**src/rtl/rx_pkt_ctrl_if.sv**
```systemverilog
// rtl/rx_pkt_ctrl_if.sv - PD/BD-facing inputs and packet outputs of the receive packet sequencer
interface rx_pkt_ctrl_if #(
  parameter int LEN_WIDTH = 8
);
  logic                 i_en;
  logic                 i_PD_flag;
  logic                 i_BD_flag;
  logic                 i_BD_sgn;
  logic                 i_BPSK;
  logic                 o_disassert_BD;
  logic                 o_pkt_busy;
  logic [LEN_WIDTH-1:0] o_hdr_len;
  logic [7:0]           o_byte_out;
  logic                 o_byte_vld;
  logic                 o_pkt_start;
  logic                 o_pkt_done;
  logic                 o_pkt_err;
  logic [1:0]           o_err_code;

  modport master (
    output i_en, i_PD_flag, i_BD_flag, i_BD_sgn, i_BPSK,
    input  o_disassert_BD, o_pkt_busy, o_hdr_len, o_byte_out, o_byte_vld,
    input  o_pkt_start, o_pkt_done, o_pkt_err, o_err_code
  );

  modport slave (
    input  i_en, i_PD_flag, i_BD_flag, i_BD_sgn, i_BPSK,
    output o_disassert_BD, o_pkt_busy, o_hdr_len, o_byte_out, o_byte_vld,
    output o_pkt_start, o_pkt_done, o_pkt_err, o_err_code
  );
endinterface

```
**src/rtl/rx_pkt_ctrl.sv**
```systemverilog
// rtl/rx_pkt_ctrl.sv - receive packet sequencer (header/payload deserialiser); RX_PKT_TIMEOUT_EN enables the WAIT_BD timeout
module rx_pkt_ctrl #(
  parameter int LEN_WIDTH   = 8,
  parameter int MAX_LEN     = 64
`ifdef RX_PKT_TIMEOUT_EN
  , parameter int BD_TIMEOUT  = 1024
  , parameter int TIMER_WIDTH = 11
`endif
) (
  input  logic           clk,
  input  logic           rst,
  rx_pkt_ctrl_if.slave   bus
);

  // Shift register wide enough for either the header or a payload byte.
  localparam int SW  = (LEN_WIDTH > 8) ? LEN_WIDTH : 8;
  // Bit counter must reach LEN_WIDTH-1 in the header and 7 in the payload.
  localparam int BCW = ($clog2(LEN_WIDTH + 1) > 3) ? $clog2(LEN_WIDTH + 1) : 3;

  typedef enum logic [2:0] {
    S_IDLE,
    S_WAIT_BD,
    S_HEADER,
    S_PAYLOAD,
    S_DONE,
    S_ABORT,
    S_REARM
  } state_t;

  state_t               r_state;
  logic [SW-1:0]        r_shift;
  logic [BCW-1:0]       r_bit_cnt;
  logic [LEN_WIDTH-1:0] r_byte_cnt;
  logic [LEN_WIDTH-1:0] r_hdr_len;
  logic [7:0]           r_byte_out;
  logic                 r_disassert;
  logic                 r_busy;
  logic                 r_byte_vld;
  logic                 r_pkt_start;
  logic                 r_pkt_done;
  logic                 r_pkt_err;
  logic [1:0]           r_err_code;
`ifdef RX_PKT_TIMEOUT_EN
  logic [TIMER_WIDTH-1:0] r_timer;
`endif

  logic                 w_d;
  logic [SW-1:0]        w_shift_next;
  logic [LEN_WIDTH-1:0] w_len;
  logic [7:0]           w_byte;
  logic                 w_last_bit_of_byte;
  logic                 w_last_byte;

  // Polarity-corrected data bit and the words completed by this cycle's bit.
  assign w_d                = bus.i_BPSK ^ bus.i_BD_sgn;
  assign w_shift_next       = {r_shift[SW-2:0], w_d};
  assign w_len              = {r_shift[LEN_WIDTH-2:0], w_d};
  assign w_byte             = {r_shift[6:0], w_d};
  assign w_last_bit_of_byte = (r_bit_cnt == BCW'(7));
  assign w_last_byte        = (r_byte_cnt == r_hdr_len - LEN_WIDTH'(1));

  // Packet sequencer: state, counters and all registered outputs.
  always_ff @(posedge clk) begin
    if (rst) begin
      r_state     <= S_IDLE;
      r_shift     <= '0;
      r_bit_cnt   <= '0;
      r_byte_cnt  <= '0;
      r_hdr_len   <= '0;
      r_byte_out  <= '0;
      r_disassert <= 1'b0;
      r_busy      <= 1'b0;
      r_byte_vld  <= 1'b0;
      r_pkt_start <= 1'b0;
      r_pkt_done  <= 1'b0;
      r_pkt_err   <= 1'b0;
      r_err_code  <= 2'b00;
`ifdef RX_PKT_TIMEOUT_EN
      r_timer     <= '0;
`endif
    end else begin
      r_disassert <= 1'b0;
      r_byte_vld  <= 1'b0;
      r_pkt_start <= 1'b0;
      r_pkt_done  <= 1'b0;
      r_pkt_err   <= 1'b0;
      case (r_state)
        S_IDLE: begin
          if (bus.i_en && bus.i_PD_flag && !bus.i_BD_flag) begin
            r_state <= S_WAIT_BD;
            r_busy  <= 1'b1;
`ifdef RX_PKT_TIMEOUT_EN
            r_timer <= '0;
`endif
          end
        end
        S_WAIT_BD: begin
          if (!bus.i_PD_flag) begin
            r_state <= S_IDLE;
            r_busy  <= 1'b0;
          end else if (bus.i_BD_flag) begin
            // The lock cycle already carries the header MSB.
            r_shift   <= w_shift_next;
            r_bit_cnt <= BCW'(1);
            r_state   <= S_HEADER;
          end
`ifdef RX_PKT_TIMEOUT_EN
          else if (r_timer == TIMER_WIDTH'(BD_TIMEOUT - 1)) begin
            r_state     <= S_ABORT;
            r_pkt_err   <= 1'b1;
            r_disassert <= 1'b1;
            r_err_code  <= 2'b01;
          end else begin
            r_timer <= r_timer + TIMER_WIDTH'(1);
          end
`endif
        end
        S_HEADER: begin
          if (!bus.i_PD_flag) begin
            r_state     <= S_ABORT;
            r_pkt_err   <= 1'b1;
            r_disassert <= 1'b1;
            r_err_code  <= 2'b10;
          end else if (r_bit_cnt == BCW'(LEN_WIDTH - 1)) begin
            r_hdr_len  <= w_len;
            r_bit_cnt  <= '0;
            r_byte_cnt <= '0;
            if (w_len > LEN_WIDTH'(MAX_LEN)) begin
              r_state     <= S_ABORT;
              r_pkt_err   <= 1'b1;
              r_disassert <= 1'b1;
              r_err_code  <= 2'b11;
            end else begin
              r_pkt_start <= 1'b1;
              // Zero length enters DONE without pulses; DONE emits them next cycle.
              r_state     <= (w_len == '0) ? S_DONE : S_PAYLOAD;
            end
          end else begin
            r_shift   <= w_shift_next;
            r_bit_cnt <= r_bit_cnt + BCW'(1);
          end
        end
        S_PAYLOAD: begin
          if (w_last_bit_of_byte && w_last_byte) begin
            // Completing the packet takes priority over a simultaneous PD loss.
            r_byte_out  <= w_byte;
            r_byte_vld  <= 1'b1;
            r_pkt_done  <= 1'b1;
            r_disassert <= 1'b1;
            r_state     <= S_DONE;
          end else if (!bus.i_PD_flag) begin
            r_state     <= S_ABORT;
            r_pkt_err   <= 1'b1;
            r_disassert <= 1'b1;
            r_err_code  <= 2'b10;
          end else begin
            r_shift   <= w_shift_next;
            r_bit_cnt <= r_bit_cnt + BCW'(1);
            if (w_last_bit_of_byte) begin
              r_byte_out <= w_byte;
              r_byte_vld <= 1'b1;
              r_bit_cnt  <= '0;
              r_byte_cnt <= r_byte_cnt + LEN_WIDTH'(1);
            end
          end
        end
        S_DONE: begin
          if (!r_pkt_done) begin
            r_pkt_done  <= 1'b1;
            r_disassert <= 1'b1;
          end else begin
            r_state <= S_REARM;
          end
        end
        S_ABORT: begin
          r_state <= S_REARM;
        end
        S_REARM: begin
          // Hold off until the BD has actually dropped its stale lock.
          if (!bus.i_BD_flag) begin
            r_state <= S_IDLE;
            r_busy  <= 1'b0;
          end
        end
        default: begin
          r_state <= S_IDLE;
          r_busy  <= 1'b0;
        end
      endcase
    end
  end

  assign bus.o_disassert_BD = r_disassert;
  assign bus.o_pkt_busy     = r_busy;
  assign bus.o_hdr_len      = r_hdr_len;
  assign bus.o_byte_out     = r_byte_out;
  assign bus.o_byte_vld     = r_byte_vld;
  assign bus.o_pkt_start    = r_pkt_start;
  assign bus.o_pkt_done     = r_pkt_done;
  assign bus.o_pkt_err      = r_pkt_err;
  assign bus.o_err_code     = r_err_code;

endmodule

```
**src/flat_wrapper.sv**
```systemverilog
// flat-port wrapper written by rule: the top's interface ports become plain ports
module rx_pkt_ctrl_flat 
#(
  parameter int LEN_WIDTH   = 8,
  parameter int MAX_LEN     = 64

)
  (clk, rst, bus_i_en, bus_i_PD_flag, bus_i_BD_flag, bus_i_BD_sgn, bus_i_BPSK, bus_o_disassert_BD, bus_o_pkt_busy, bus_o_hdr_len, bus_o_byte_out, bus_o_byte_vld, bus_o_pkt_start, bus_o_pkt_done, bus_o_pkt_err, bus_o_err_code);
  rx_pkt_ctrl_if #(.LEN_WIDTH(LEN_WIDTH)) bus_i ();
  input  logic clk;
  input  logic rst;
  input wire logic [$bits(bus_i.i_en)-1:0] bus_i_en;
  input wire logic [$bits(bus_i.i_PD_flag)-1:0] bus_i_PD_flag;
  input wire logic [$bits(bus_i.i_BD_flag)-1:0] bus_i_BD_flag;
  input wire logic [$bits(bus_i.i_BD_sgn)-1:0] bus_i_BD_sgn;
  input wire logic [$bits(bus_i.i_BPSK)-1:0] bus_i_BPSK;
  output wire logic [$bits(bus_i.o_disassert_BD)-1:0] bus_o_disassert_BD;
  output wire logic [$bits(bus_i.o_pkt_busy)-1:0] bus_o_pkt_busy;
  output wire logic [$bits(bus_i.o_hdr_len)-1:0] bus_o_hdr_len;
  output wire logic [$bits(bus_i.o_byte_out)-1:0] bus_o_byte_out;
  output wire logic [$bits(bus_i.o_byte_vld)-1:0] bus_o_byte_vld;
  output wire logic [$bits(bus_i.o_pkt_start)-1:0] bus_o_pkt_start;
  output wire logic [$bits(bus_i.o_pkt_done)-1:0] bus_o_pkt_done;
  output wire logic [$bits(bus_i.o_pkt_err)-1:0] bus_o_pkt_err;
  output wire logic [$bits(bus_i.o_err_code)-1:0] bus_o_err_code;
  assign bus_i.i_en = bus_i_en;
  assign bus_i.i_PD_flag = bus_i_PD_flag;
  assign bus_i.i_BD_flag = bus_i_BD_flag;
  assign bus_i.i_BD_sgn = bus_i_BD_sgn;
  assign bus_i.i_BPSK = bus_i_BPSK;
  assign bus_o_disassert_BD = bus_i.o_disassert_BD;
  assign bus_o_pkt_busy = bus_i.o_pkt_busy;
  assign bus_o_hdr_len = bus_i.o_hdr_len;
  assign bus_o_byte_out = bus_i.o_byte_out;
  assign bus_o_byte_vld = bus_i.o_byte_vld;
  assign bus_o_pkt_start = bus_i.o_pkt_start;
  assign bus_o_pkt_done = bus_i.o_pkt_done;
  assign bus_o_pkt_err = bus_i.o_pkt_err;
  assign bus_o_err_code = bus_i.o_err_code;
  rx_pkt_ctrl #(.LEN_WIDTH(LEN_WIDTH), .MAX_LEN(MAX_LEN)) u_core (.clk(clk), .rst(rst), .bus(bus_i));
endmodule
```
**config.mk**
```make
export PLATFORM = sky130hd
export DESIGN_NAME = rx_pkt_ctrl_flat
export DESIGN_NICKNAME = d
export VERILOG_FILES = /design/src/rtl/rx_pkt_ctrl_if.sv /design/src/rtl/rx_pkt_ctrl.sv /design/src/flat_wrapper.sv
export SDC_FILE = /design/constraint.sdc
export NUM_CORES = 1
export LEC_CHECK = 0
export CORE_MARGIN = 4
export CORE_UTILIZATION = 50
export CTS_CLUSTER_SIZE = 10
export DETAILED_ROUTE_END_ITERATION = 10
export HOLD_SLACK_MARGIN = 0.1
export PLACE_DENSITY = 0.86
export RECOVER_POWER = 25
export SYNTH_ARGS = -nofsm -noshare
export SYNTH_HDL_FRONTEND = slang
export SYNTH_SLANG_ARGS = --single-unit
```
**constraint.sdc**
```tcl
create_clock -name clk -period 2 [get_ports clk]
set_input_delay 0.3 -clock clk [delete_from_list [all_inputs] [get_ports clk]]
set_output_delay 0.3 -clock clk [all_outputs]
set_load 0.005 [all_outputs]
```
==> impl_metrics.yaml, run 1 <==
global_route:
  grt.total_usage: 0.2215
  grt_max_degree: 26
  grt_pass1_vias: 2409
  overflow: 0
  antenna_found_initial: 0
  grt_pass1_wl_microns: 10920
synthesis:
  ys_types: 55
  ys.flop_type: "dfxtp_1"
  yosysMostFrequentCell: "dfxtp_1"
  synthesis.nets: 295
  synth-async-reset-ratio: 0
  synth-seq-area-share: 0.3774
  ys_ff_latch: 46
  synth_cells: 285
  synth_area_leader_cell: "dfxtp_1"
  ys_top_cells_by_count: "dfxtp_1 (46), nand2_1 (35), mux2i_1 (31)"
  synth_top_area_frac: 0.3774
  synth_edf_count: 0
  synth.area.top_cells: "dfxtp_1 (38%), mux2i_1 (13%), nand2_1 (5.4%)"
  syn_area_sq_um: 2440
  syn_avg_cell_area_sq_um: 8.561
  yosys_warnings: 0
placed_design:
  gp_congestion: 0.8719
  io_buffers: 30
  hpwl_microns: 4411
timing:
  maxSlewViolCount: 0
  rsz0062_at_grt: "yes"
  slew_headroom: 0.7193
  worst_pin_slew_ns: 0.4205
  setup-tns-final_ns: -1.513
  finalSetupViolations: 31
  whs_ns: 0.4668
  finalCritPeriodShare: 1.061
  worst_slack_ns: -0.1228
  finalCriticalPeriod_ns: 2.123
  max_freq_ghz: 0.4711
  finClkSkew_ns: 0.01036
  finalHoldViolCount: 0
die:
  pin_count: 31
  core-area_sq_um: 4723
  dieArea_sq_um: 6061
  start_util: 0.5166
  rows: 25
  die_h_microns: 77.86
  die_w_microns: 77.86
cts:
  cts_buffer_depth: 2
  clkSinkCount: 46
  clk_pin_slew_ns: 0.10
  cts_hold_buf: 0
  cts_buffers: 5
  cts_max_level: 2
  cts_tree: "done"
  cts-root-buf: "clkbuf_8"
  clkLatencyLatePin_ns: 0.31
worst_hold_path:
  hp-class: "reg -> reg"
  min_path_cells: 2
worst_setup_path:
  worst-endpoint-arrival_ns: 2.33
  crit_chain: "inv_4, ha_4, o21bai_1, a211oi_2, o21ai_2, a211oi_4, buf_6, a21oi_4, buf_12, mux2i_2"
  critPathMaxStageDelay_ns: 0.38
  cpLargestDelayFamily: "compound AO/OA/AOI/OAI gates"
  path_depth: 10
  cp.required_ns: 2.20
  path_class: "reg -> reg"
  startpoint_type: "flop"
  path_buf_inv: 3
  cp_slowest_cell: "dfxtp_4"
  worstPathMaxFanout: 6
  reg2reg_depth: 10
  endpoint_kind: "flop"
finish:
  drive_above_1_share: 0.2865
  fin_util: 0.7348
  area_growth_pct: 42.26
  n_antenna_cell: 0
  fin_nets: 365
pwr:
  p_comb_frac: 0.263
  ir_worst_vdd_mv: 0.4666
  p_int_mw: 1.519
  power_leakage_nw: 1.456
  netSwitchingFraction: 0.3198
  seq_power_share: 0.465
  p_total_mw: 2.233
  p_sw_uw: 714.1
  clockPowerShare: 0.272
  power_density_nw_per_um2: 643.4
drt:
  drt-wirelength-per-cell_microns: 16.11
  vias_per_cell: 5.719
  routed_wirelength_microns: 6815
  initialDrtViolationCount: 97
  vias: 2419
  dr.pass1.iters: 4
  antenna_left: 0
  route.detailed.drc: 0
job:
  max_cap_violations: 0
outcome:
  violations: "negative setup slack"
  status: "finished with violations"
[cell type report]
class	count	area, sq um
flip-flops and latches	46	934.6
repair buffers	81	721.9
clock inverters	3	23.77
clock buffers	5	68.82
inverters	9	36.28
well taps	67	83.83
multi-input cells	212	1602
fillers	324	1252
[worst register-to-register path, stage by stage (launching register included)]
cell      delay (ns)
dfxtp_4         0.38
inv_4           0.04
ha_4            0.18
o21bai_1        0.18
a211oi_2        0.27
o21ai_2         0.12
a211oi_4        0.29
buf_6           0.19
a21oi_4         0.08
buf_12          0.14
mux2i_2         0.14
[final timing paths]
check,startpoint,end,slack [ns]
min reg2reg,u_core.bus.o_byte_out[2],u_core.bus.o_byte_out[2],0.47
max reg2reg,u_core.bus.o_hdr_len[0],u_core.r_shift[1],-0.12
min,u_core.bus.o_byte_out[2],u_core.bus.o_byte_out[2],0.47
max,u_core.bus.o_hdr_len[0],u_core.r_shift[1],-0.12
[cell usage in the layout, fill, tap and decap left out, types with 4 or more instances in the layout]
master and instances:
nand2b_1 12, buf_4 43, a21oi_1 6, nand4_1 7
clkbuf_8 5, nor3_1 9, inv_1 5, buf_6 7
xor2_1 5, nand2_1 33, dfxtp_1 41, a21oi_2 9
and3_1 5, mux2i_1 29, o21ai_1 4, clkdlybuf4s50_1 22
dlygate4sd3_1 8, o21ai_0 4, xnor2_1 4, nor2_1 21
[kinds of logic after synthesis]
family	after synthesis	synth area share
adder cells (fa/ha/maj)	3	0.01539
AO/OA/AOI/OAI	58	0.1667
XOR/XNOR	9	0.03231
flip-flops	46	0.3774
buffers and inverters	27	0.04359
AND/OR/NAND/NOR	110	0.2328
multiplexers	32	0.1318
[per-layer routing]
metal  track usage  part of all wire
met3       0.05452             0.043
met2        0.3682              0.51
met4       0.08719             0.027
met5             0                 0
met1        0.2737              0.43
[flip-flops by register name, summed over array words and instances, names as in the netlist]
register                   count
u_core.bus.o_pkt_done          1
u_core.bus.o_hdr_len           8
u_core.bus.o_disassert_BD      1
u_core.bus.o_err_code          2
u_core.bus.o_byte_vld          1
u_core.r_state                 3
u_core.r_bit_cnt               4
u_core.bus.o_pkt_busy          1
u_core.bus.o_pkt_err           1
u_core.r_shift                 7
u_core.bus.o_pkt_start         1
u_core.bus.o_byte_out          8
u_core.r_byte_cnt              8
[what timing repair did]
action | 4_1_cts | 5_1_grt
hold endpoints to repair | 0 | 0
pin swaps | 12 | 9
setup endpoints to repair | 34 | 43
gates resized for setup | 14 | 29
buffers inserted | 7 | 5
[power by group through the flow]
stage	registers, mW	clock network [mW]	logic [mW]
2_1_floorplan	1.01	0	0.369
3_3_place_gp	1.05	0	0.484
3_5_place_dp	1.05	0	0.499
4_1_cts	1.03	0.610	0.563
5_1_grt	1.04	0.651	0.642
6_report	1.04	0.608	0.587
[stage by stage]
step                worst slack (ns)  instance area [sq um]  instances
finish                       -0.1228                   3471        423
global route                 -0.1699                   3471        423
CTS                         -0.04994                   3303        418
detailed placement           -0.2070                   3093        403
global placement             -0.1783                   3093        403
floorplan                    -0.1369                   2504        285
Note: power is estimated with default switching activity, not from simulation.
==> inputs of run 2 (changes only) <==
--- a/config.mk
+++ b/config.mk
@@ -5,10 +5,12 @@
 export SDC_FILE = /design/constraint.sdc
 export NUM_CORES = 1
 export LEC_CHECK = 0
+export CORE_ASPECT_RATIO = 0.9
 export CORE_MARGIN = 4
 export CORE_UTILIZATION = 50
 export CTS_CLUSTER_SIZE = 10
 export DETAILED_ROUTE_END_ITERATION = 10
+export GPL_ROUTABILITY_DRIVEN = 1
 export HOLD_SLACK_MARGIN = 0.1
 export PLACE_DENSITY = 0.86
 export RECOVER_POWER = 25
==> run 2 against run 1 <==
Net effect:
- the flow still finishes with violations (negative setup slack)
- count of clock-buffer cells in the layout unchanged
- clock power is 3.5% higher
- sequential share of layout area decreased by 0.14 points
- die area hardly changed
- register-to-register slack got worse by 0.03 ns
- first-iteration DRC count grew to 3.1 times the previous value
- sequential cell count is the same
- cell area grew 1.2%
- largest cell class unchanged
==> impl_metrics.yaml, run 2 (synthesized netlist as in run 1, its figures left out) <==
worst_setup_path:
  path_class: "reg -> reg"
  cp_slowest_cell: "dfxtp_1"
  crit_chain: "xor2_1, and3_1, o2111ai_2, a211o_1, a21oi_2, mux2_4"
  reg2reg_from: "u_core.bus.o_hdr_len[5]"
  cpLargestDelayFamily: "compound AO/OA/AOI/OAI gates"
  path_depth: 6
  r2r_slack_ns: -0.15
  r2r-end: "u_core.r_state[0]"
  endpoint_kind: "flop"
  startpoint_type: "flop"
  reg2reg_depth: 6
  worst-endpoint-arrival_ns: 2.36
  path_buf_inv: 0
  worstPathMaxFanout: 4
  cp.required_ns: 2.21
  critPathMaxStageDelay_ns: 0.46
die:
  pin_count: 31
  core-area_sq_um: 4576
  start_util: 0.5332
  rows: 23
  die_h_microns: 74.27
  die_w_microns: 81.64
  dieArea_sq_um: 6063
cts:
  cts_max_level: 2
  cts_buffers: 5
  cts_hold_buf: 0
  cts_buffer_depth: 2
  clkLatencyLatePin_ns: 0.31
  clkSinkCount: 46
  cts_tree: "done"
  clk_pin_slew_ns: 0.10
  cts-root-buf: "clkbuf_8"
finish:
  final_common_cell: "buf_4"
  fillers: 278
  final_cell_mix: "buf_4 (39), dfxtp_1 (38), nand2_1 (33)"
  fin_nets: 362
  fin_util: 0.7676
  multi_input_area_sq_um: 1657
  final-seq-area_sq_um: 940.9
  n_antenna_cell: 0
  drive_above_1_share: 0.3031
  area_growth_pct: 43.95
worst_hold_path:
  hp-class: "reg -> reg"
  min_from: "u_core.bus.o_byte_out[4]"
  min_path_cells: 2
  hold_path_end: "u_core.bus.o_byte_out[4]"
outcome:
  violations: "negative setup slack"
  status: "finished with violations"
placed_design:
  hpwl_microns: 4276
  gp_congestion: 0.8576
  io_buffers: 30
pwr:
  ir_worst_vdd_mv: 0.4052
  netSwitchingFraction: 0.3325
  p_int_mw: 1.540
  power_density_nw_per_um2: 657.0
  power_leakage_nw: 1.468
  p_comb_frac: 0.275
  p_sw_uw: 767.4
  seq_power_share: 0.453
  p_total_mw: 2.308
  clockPowerShare: 0.273
drt:
  initialDrtViolationCount: 303
  vias_per_cell: 6.080
  vias: 2523
  drt-wirelength-per-cell_microns: 17.73
  antenna_left: 0
  dr.pass1.iters: 5
  routed_wirelength_microns: 7360
  route.detailed.drc: 0
timing:
  finalCriticalPeriod_ns: 2.152
  finalCritPeriodShare: 1.076
  rsz0062_at_grt: "yes"
  maxSlewViolCount: 0
  max_freq_ghz: 0.4647
  slew_headroom: 0.6585
  finClkSkew_ns: 0.009461
  finalHoldViolCount: 0
  finalSetupViolations: 30
  worst_pin_slew_ns: 0.5107
  setup-tns-final_ns: -1.750
  worst_slack_ns: -0.1520
global_route:
  grt_max_degree: 18
  grt.total_usage: 0.2351
  grt_pass1_vias: 2281
  antenna_found_initial: 0
  grt_pass1_wl_microns: 11010
  overflow: 0
job:
  max_cap_violations: 0
==> run 2: changes by cell type in the layout (fill, tap and decap cells not counted), sizes merged <==
cell	before	now
clkinvlp	2	0
inv	9	10
buf	51	48
clkinv	1	2
==> run 2: how the worst max path moves through the flow <==
| stage | from | to |
|---|---|---|
| after floorplan | u_core.bus.o_hdr_len[0] | u_core.r_state[0] |
| after global placement | bus_i_BD_sgn | u_core.r_state[0] |
| after detailed placement | bus_i_BD_sgn | u_core.r_state[0] |
| after CTS | u_core.bus.o_hdr_len[3] | u_core.r_state[0] |
| after global routing | u_core.bus.o_hdr_len[5] | u_core.r_state[0] |
| final | u_core.bus.o_hdr_len[5] | u_core.r_state[0] |
==> run 2: per-layer routing <==
layer	up-vias	wire, microns	track usage	share of wire
met4	0	127	0.06642	0.017
li1	1150	-	-	-
met3	21	496	0.04843	0.067
met2	132	3754	0.4069	0.51
met1	1220	2981	0.2974	0.41
met5	-	0	0	0
==> run 2: power groups by stage <==
stage          clock network (mW)  registers (mW)  logic [mW]
3_3_place_gp                    0            1.05       0.510
4_1_cts                     0.630            1.03       0.554
6_report                    0.629            1.04       0.634
3_5_place_dp                    0            1.05       0.519
5_1_grt                     0.663            1.05       0.684
2_1_floorplan                   0            1.01       0.369
==> run 2: through the flow <==
stage	cells	setup WS, ns	hold slack (ns)	area [sq um]
6_report	415	-0.1520	0.4651	3512
5_1_grt	415	-0.2089	0.4920	3512
4_1_cts	409	-0.06239	0.4611	3276
3_5_place_dp	397	-0.1794	0.4457	3079
3_3_place_gp	397	-0.1654	0.4483	3079
2_1_floorplan	285	-0.1369	0.4433	2504
==> run 2: timing repair <==
item,CTS,global route
endpoints found under the hold margin,0,0
buffers inserted,4,6
gates resized for setup,17,40
gates cloned,0,0
endpoints found under the setup margin,31,39
pin swaps,11,24
==> run 2: tightest hold or removal path: stages (launching register included) <==
cell and delay, ns:
dfxtp_1 0.32, nand2_1 0.05, mux2i_1 0.06
==> run 2: layout make-up <==
class | count | share of cell area
Inverter | 9 | 0.01033
Clock buffer | 5 | 0.01959
Multi-Input combinational cell | 212 | 0.4717
Timing Repair Buffer | 78 | 0.2002
Tap cell | 62 | 0.02209
Sequential cell | 46 | 0.2679
Clock inverter | 3 | 0.008194
==> inputs of run 3 (changes only) <==
--- a/config.mk
+++ b/config.mk
@@ -13,7 +13,6 @@
 export GPL_ROUTABILITY_DRIVEN = 1
 export HOLD_SLACK_MARGIN = 0.1
 export PLACE_DENSITY = 0.86
-export RECOVER_POWER = 25
 export SYNTH_ARGS = -nofsm -noshare
 export SYNTH_HDL_FRONTEND = slang
 export SYNTH_SLANG_ARGS = --single-unit
==> run 3 against run 2 <==
Net effect:
- the flow still finishes with violations (negative setup slack)
- total power rose by 0.34%
- hold slack improved by 0.0039 ns
- via count fell by 0.55%
- sequential power barely moved
- register-to-register slack barely moved
- die area did not move
- critical path depth rose by 1
- critical endpoint unchanged
- largest power group unchanged
==> impl_metrics.yaml, run 3 (synthesized netlist as in run 1, its figures left out) <==
timing:
  finalSetupViolations: 29
  max_freq_ghz: 0.4670
  finalCriticalPeriod_ns: 2.141
  maxSlewViolCount: 0
  finClkSkew_ns: 0.01078
  slew_headroom: 0.6661
  rsz0062_at_grt: "yes"
  finalHoldViolCount: 0
  worst_pin_slew_ns: 0.4993
  worst_slack_ns: -0.1413
  finalCritPeriodShare: 1.071
placed_design:
  pre_cts_ws_ns: -0.1794
  gp_congestion: 0.8576
  hpwl_microns: 4276
  io_buffers: 30
cts:
  clk_pin_slew_ns: 0.10
  cts_tree: "done"
  clkSinkCount: 46
  cts-root-buf: "clkbuf_8"
  cts_buffer_depth: 2
  clkLatencyLatePin_ns: 0.31
  cts_buffers: 5
  cts_max_level: 2
  cts_hold_buf: 0
drt:
  drt-wirelength-per-cell_microns: 17.78
  route.detailed.drc: 0
  antenna_left: 0
  initialDrtViolationCount: 286
  vias: 2509
  dr.pass1.iters: 5
  routed_wirelength_microns: 7379
  vias_per_cell: 6.046
worst_setup_path:
  worst-endpoint-arrival_ns: 2.35
  critPathMaxStageDelay_ns: 0.40
  worstPathMaxFanout: 6
  path_class: "reg -> reg"
  path_depth: 7
  path_buf_inv: 1
  startpoint_type: "flop"
  cp_slowest_cell: "a211o_1"
  crit_chain: "buf_4, nor2_2, a21oi_1, o2111ai_2, a211o_1, a21oi_2, mux2_4"
  reg2reg_depth: 7
  cpLargestDelayFamily: "compound AO/OA/AOI/OAI gates"
  endpoint_kind: "flop"
  cp.required_ns: 2.21
pwr:
  power_leakage_nw: 1.440
  p_total_mw: 2.315
  power_density_nw_per_um2: 659.3
  ir_worst_vdd_mv: 0.4045
worst_hold_path:
  hp-class: "reg -> reg"
  min_path_cells: 2
finish:
  final_cell_mix: "buf_4 (39), dfxtp_1 (38), nand2_1 (33)"
  final_common_cell: "buf_4"
  fin_nets: 362
  n_antenna_cell: 0
  area_growth_pct: 43.95
  drive_above_1_share: 0.3031
global_route:
  grt_pass1_vias: 2281
  grt.total_usage: 0.2351
  grt_max_degree: 18
  grt_pass1_wl_microns: 11010
  overflow: 0
  antenna_found_initial: 0
job:
  max_cap_violations: 0
die:
  start_util: 0.5332
  die_w_microns: 81.64
  dieArea_sq_um: 6063
  rows: 23
  pin_count: 31
  die_h_microns: 74.27
  core-area_sq_um: 4576
outcome:
  status: "finished with violations"
  violations: "negative setup slack"
==> run 3: changes by cell type in the layout (fill, tap and decap cells not counted), sizes merged <==
| cell | delta |
|---|---|
| dlygate4sd3 | -8 |
| clkdlybuf4s50 | +8 |
==> run 3: worst paths after layout <==
check                                         startpoint                       end  slack, ns
worst max-delay path             u_core.bus.o_hdr_len[0]         u_core.r_state[0]      -0.14
worst min-delay path            u_core.bus.o_byte_out[4]  u_core.bus.o_byte_out[4]       0.47
worst max register to register   u_core.bus.o_hdr_len[0]         u_core.r_state[0]      -0.14
worst min register to register  u_core.bus.o_byte_out[4]  u_core.bus.o_byte_out[4]       0.47
==> run 3: worst reg2reg max path, delay by kind of cell (launching register included) <==
family                 cells  cell delay [ns]
AO/OA/AOI/OAI              4             1.13
flip-flops                 1             0.37
AND/OR/NAND/NOR            1             0.07
buffers and inverters      1             0.17
multiplexers               1             0.32
==> run 3: metrics by stage <==
step	instances	hold slack, ns	util	instance area (sq um)	setup TNS [ns]
after floorplan	285	0.4433	-	2504	-1.400
after global placement	397	0.4483	0.6730	3079	-1.053
after detailed placement	397	0.4457	0.6730	3079	-1.589
after CTS	409	0.4611	0.7159	3276	-0.3321
after global routing	415	0.4952	0.7676	3512	-4.156
final	415	0.4690	0.7676	3512	-1.247
==> run 3: where the power goes <==
part	leakage (nW)	switching (mW)	total [mW]	internal [mW]
registers	0.376	0.0877	1.05	0.958
logic	1.01	0.315	0.639	0.324
clock network	0.0506	0.368	0.630	0.262
==> run 3: area by class of cell <==
class,count,area (sq um)
timing repair buffer,78,703.2
multi-input combinational,212,1657
clock inverter,3,28.78
sequential,46,940.9
inverter,9,36.28
tap,62,77.57
clock buffer,5,68.82
fill,278,1064
==> run 3: timing repair <==
| item | 4_1_cts | 5_1_grt |
|---|---|---|
| resized for setup | 17 | 40 |
| pin swaps | 11 | 24 |
| setup buffers | 4 | 6 |
| setup endpoints to repair | 31 | 39 |
==> run 3: metal layers <==
metal / up-vias / routed length [microns] / GRT usage
met3: 15 / 507 / 0.04843
met1: 1216 / 3008 / 0.2974
li1: 1148 / - / -
met4: 0 / 101 / 0.06642
met2: 130 / 3761 / 0.4069
met5: - / 0 / 0
